File: src/rtl/timestamp_fifo_arbiter.sv
// Round-robin merge of N first-word-fall-through timestamp FIFOs into one
// registered output word, with a per-grant burst limit.
module timestamp_fifo_arbiter #(
    parameter int unsigned N         = 4,
    parameter int unsigned MAX_BURST = 4,
    parameter int unsigned SW        = 2
) (
    input  logic            BUS_CLK,
    input  logic            BUS_RST,
    input  logic [N-1:0]    SRC_EMPTY,
    input  logic [32*N-1:0] SRC_DATA,
    output logic [N-1:0]    SRC_READ,
    input  logic [N-1:0]    ENABLE,
    input  logic            OUT_READ,
    output logic            OUT_EMPTY,
    output logic [31:0]     OUT_DATA,
    output logic [SW-1:0]   OUT_SRC
);

    typedef enum logic {IDLE, STREAM} state_e;

    state_e        state_q, state_d;
    logic [SW-1:0] grant_q, grant_d;
    logic [7:0]    burst_q, burst_d;
    logic          valid_q, valid_d;
    logic [31:0]   data_q, data_d;
    logic [SW-1:0] src_q, src_d;

    logic [N-1:0]  req;
    logic          slot;
    logic          keep;
    logic          found;
    logic [SW-1:0] sel;
    logic [31:0]   sel_data;

    assign req  = ~SRC_EMPTY & ENABLE;
    assign slot = ~valid_q | OUT_READ;
    assign keep = (state_q == STREAM) && req[grant_q] && (burst_q < 8'(MAX_BURST));

    // Search order grant+1 .. grant (current grant considered last).
    always_comb begin
        int unsigned   idx;
        logic [SW-1:0] cand;
        idx   = 0;
        cand  = '0;
        found = 1'b0;
        sel   = grant_q;
        if (keep) begin
            found = 1'b1;
        end else begin
            for (int unsigned off = 1; off <= N; off++) begin
                idx  = (32'(grant_q) + off) % N;
                cand = SW'(idx);
                if (!found && req[cand]) begin
                    found = 1'b1;
                    sel   = cand;
                end
            end
        end
    end

    // Constant-index mux keeps unselected (possibly X) heads out of the datapath.
    always_comb begin
        sel_data = '0;
        for (int unsigned k = 0; k < N; k++) begin
            if (sel == SW'(k)) begin
                sel_data = SRC_DATA[32*k +: 32];
            end
        end
    end

    always_ff @(posedge BUS_CLK or posedge BUS_RST) begin
        if (BUS_RST) begin
            state_q <= IDLE;
            grant_q <= '0;
            burst_q <= '0;
            valid_q <= 1'b0;
            data_q  <= '0;
            src_q   <= '0;
        end else begin
            state_q <= state_d;
            grant_q <= grant_d;
            burst_q <= burst_d;
            valid_q <= valid_d;
            data_q  <= data_d;
            src_q   <= src_d;
        end
    end

    always_comb begin
        state_d = state_q;
        grant_d = grant_q;
        burst_d = burst_q;
        valid_d = valid_q;
        data_d  = data_q;
        src_d   = src_q;
        if (slot) begin
            if (found) begin
                state_d = STREAM;
                grant_d = sel;
                burst_d = keep ? burst_q + 8'd1 : 8'd1;
                valid_d = 1'b1;
                data_d  = sel_data;
                src_d   = sel;
            end else begin
                state_d = IDLE;
                valid_d = 1'b0;
            end
        end
    end

    always_comb begin
        SRC_READ = '0;
        if (slot && found && !BUS_RST) begin
            SRC_READ[sel] = 1'b1;
        end
    end

    assign OUT_EMPTY = ~valid_q;
    assign OUT_DATA  = data_q;
    assign OUT_SRC   = src_q;

endmodule
File: config.mk
export PLATFORM = sky130hd
export DESIGN_NAME = timestamp_fifo_arbiter
export DESIGN_NICKNAME = d
export VERILOG_FILES = /design/src/rtl/timestamp_fifo_arbiter.sv
export SDC_FILE = /design/constraint.sdc
export NUM_CORES = 1
export LEC_CHECK = 0
export CAP_MARGIN = 20
export CORE_AREA = 3 3 92 94
export DETAILED_ROUTE_END_ITERATION = 8
export DIE_AREA = 0 0 95 97
export DONT_BUFFER_PORTS = 1
export PLACE_DENSITY = 0.54
export SYNTH_ARGS = -nofsm -noshare
export SYNTH_HDL_FRONTEND = slang
export SYNTH_SLANG_ARGS = --single-unit
File: constraint.sdc
create_clock -name BUS_CLK -period 4 [get_ports BUS_CLK]
set_clock_uncertainty 0.1 [all_clocks]
set_input_delay 0.4 -clock BUS_CLK [delete_from_list [all_inputs] [get_ports BUS_CLK]]
set_output_delay 0.4 -clock BUS_CLK [all_outputs]
set_load 0.03 [all_outputs]
==> results.cfg <==
[yosys]
synthDominantCellAreaShare_pct = 35.0
synth_most_common_cell = dfrtp_1
synthFlopType = dfrtp_1
ys_ff_latch = 43
synthCells = 316
synth_largest_area_cell = dfrtp_1
yosys_warnings = 0
ys_async_sr_fraction_pct = 100
syn_area_um2 = 3080
synth.area.top_cells = dfrtp_1, mux2i_1, nand4_1
synth_nets = 456
synth_edf_count = 0
synth_common_cells = dfrtp_1, nand4_1, mux2i_1
seq_area_frac_synth_pct = 35.0
yosysUniqueCellTypes = 52
synth.avg_cell_area_um2 = 9.74

[outcome]
status = finished, final reports clean

[layout]
drive_gt1_share_pct = 13.6
area.growth.synth_to_final_pct = 5.90
fillers = 750
nNetsFinal = 448
finalNonFillerCells = 411
final_core_utilization_pct = 42.2
num_antenna_cells = 0

[floorplanning]
start_util_pct = 39.8
die_x_um = 95
die_y_um = 97
coreArea_um2 = 7730
die_area_um2 = 9220
rows = 32
pin_count = 178

[detailed_routing]
drcViolationCount = 0
wl_per_cell_um = 22.7
via_per_inst = 6.56
routed_wl_um = 9340
vias = 2695
antenna_left = 0
first_iter_violations = 119
dr.pass1.iters = 4

[cts]
cts_tree = done
clkTransAtPathRegs_ps = 90
ctsLongestPathBuffers = 2
numCtsBuffers = 5
ctsResizeCount = 0
insertion_delay_ps = 300
postCtsSetupBuffers = 0
h-tree-depth = 2
ctsHoldBuffers = 0
clock_sinks = 43
cts_root_buf = clkbuf_8

[global_routing]
grt_pass1_vias = 2842
grt_start_max_net_pins = 44
grtUsageTotal_pct = 20.3
grt_overflow_total = 0
grt_pass1_wl_um = 14900
antenna_found_initial = 0

[hold_path]
hold_path.class = input pin to async pin

[pwr]
peakVddDrop_mv = 0.306
leakage_uw = 0.00125
power_density_nw_per_um2 = 863

[setup_path]
crit_path_end_kind = primary output
reg2regPathDepth = 8
start_kind = flop
worstPathArrival_ps = 3020
cp.required_ps = 3500
cp_max_fo = 14
crit_type = flop to primary output

[sta]
setup_violations = 0
rsz0062_at_grt = no
finalHoldViolCount = 0
tns_ps = 0
holdWs_ps = 40.0
worst_pin_slew_ps = 735
relSlewSlack_pct = 51.0
period_share_pct = 88.1
min_period_ps = 3520
drv_slew = 0
max_freq_mhz = 284

[placement]
place_hpwl_um = 6840
dp.cells = 403
routabilityCongestion = 0.788
io_buffers = 0

[job]
drv_cap = 0
==> report_power, final <==
group | internal [uW] | switching (uW) | leakage [uW] | total, uW
clock network | 122 | 160 | 0.0000412 | 283
registers | 615 | 498 | 0.000510 | 1110
logic | 609 | 806 | 0.000701 | 1420
total | 1350 | 1460 | 0.00125 | 2810
==> layout make-up <==
cell class	instances	area (um2)	share of cell area [%]
multi-input cells	238	1830	56.3
flip-flops and latches	43	1080	33.0
well taps	102	128	3.92
repair buffers	16	120	3.69
clock buffers	6	72.6	2.23
inverters	4	15.0	0.461
clock inverters	2	12.5	0.384
==> kinds of logic after synthesis <==
kind of cell	share of synthesized area (%)
AOI/OAI and AO/OA	21.6
xor gates and xnor gates	0.285
adders and majority gates	0.407
buffers and inverters	5.86
DFF	35.0
muxes	15.8
and+or+nand+nor	21.1
==> through the flow <==
step / setup slack (ps) / cell area, um2 / power [uW]
after floorplan: 628 / 3080 / 2270
after CTS: 441 / 3260 / 2830
after global routing: 261 / 3260 / 3020
after global placement: 807 / 3170 / 2520
after detailed placement: 786 / 3170 / 2550
final: 476 / 3260 / 2810
==> final timing paths <==
kind / start / end / slack, ps
max reg2reg: OUT_SRC[1] / OUT_DATA[25] / 800
max: OUT_SRC[1] / SRC_READ[3] / 480
max in group asynchronous: BUS_RST / OUT_DATA[5] / 3370
min: BUS_RST / burst_q[1] / 40
min in group BUS_CLK: SRC_DATA[127] / OUT_DATA[31] / 230
min reg2reg: burst_q[1] / burst_q[1] / 450
==> state kept, by name (all words and copies together), names as in the netlist <==
register	flops
OUT_SRC	2
OUT_DATA	32
valid_q	1
burst_q	8
==> placed cells by master (no fill, tap or decap), types with 2 or more instances in the layout <==
master / n
dfrtp_1: 43
nand4_1: 39
mux2i_1: 26
nand2_1: 25
nand3_1: 21
a22oi_1: 19
mux2_1: 17
o221a_1: 17
buf_4: 16
o221ai_1: 13
nor2_1: 12
clkbuf_8: 5
nor2b_1: 4
inv_1: 3
mux2_2: 3
a21oi_1: 3
nand2b_1: 2
a21oi_2: 2
a31oi_1: 2
nor3_1: 2
a41oi_1: 2
o221a_2: 2
==> routing by layer <==
layer / vias up / share of wire, % / global-route usage, %
li1: 1237 / - / -
met1: 1335 / 40 / 26.2
met2: 118 / 50 / 31.8
met3: 5 / 9.5 / 7.15
met4: 0 / 0.55 / 5.66
met5: - / 0 / 0
==> critical path, cell delays in order, from the launching register on <==
cell and delay (ps):
dfrtp_1 560, or3b_2 550, a211oi_2 260, a21oi_2 140, a31o_2 310, nand2_1 80
nand2_1 330, nor3_1 290, buf_4 210
(Power assumes the default switching activity.)
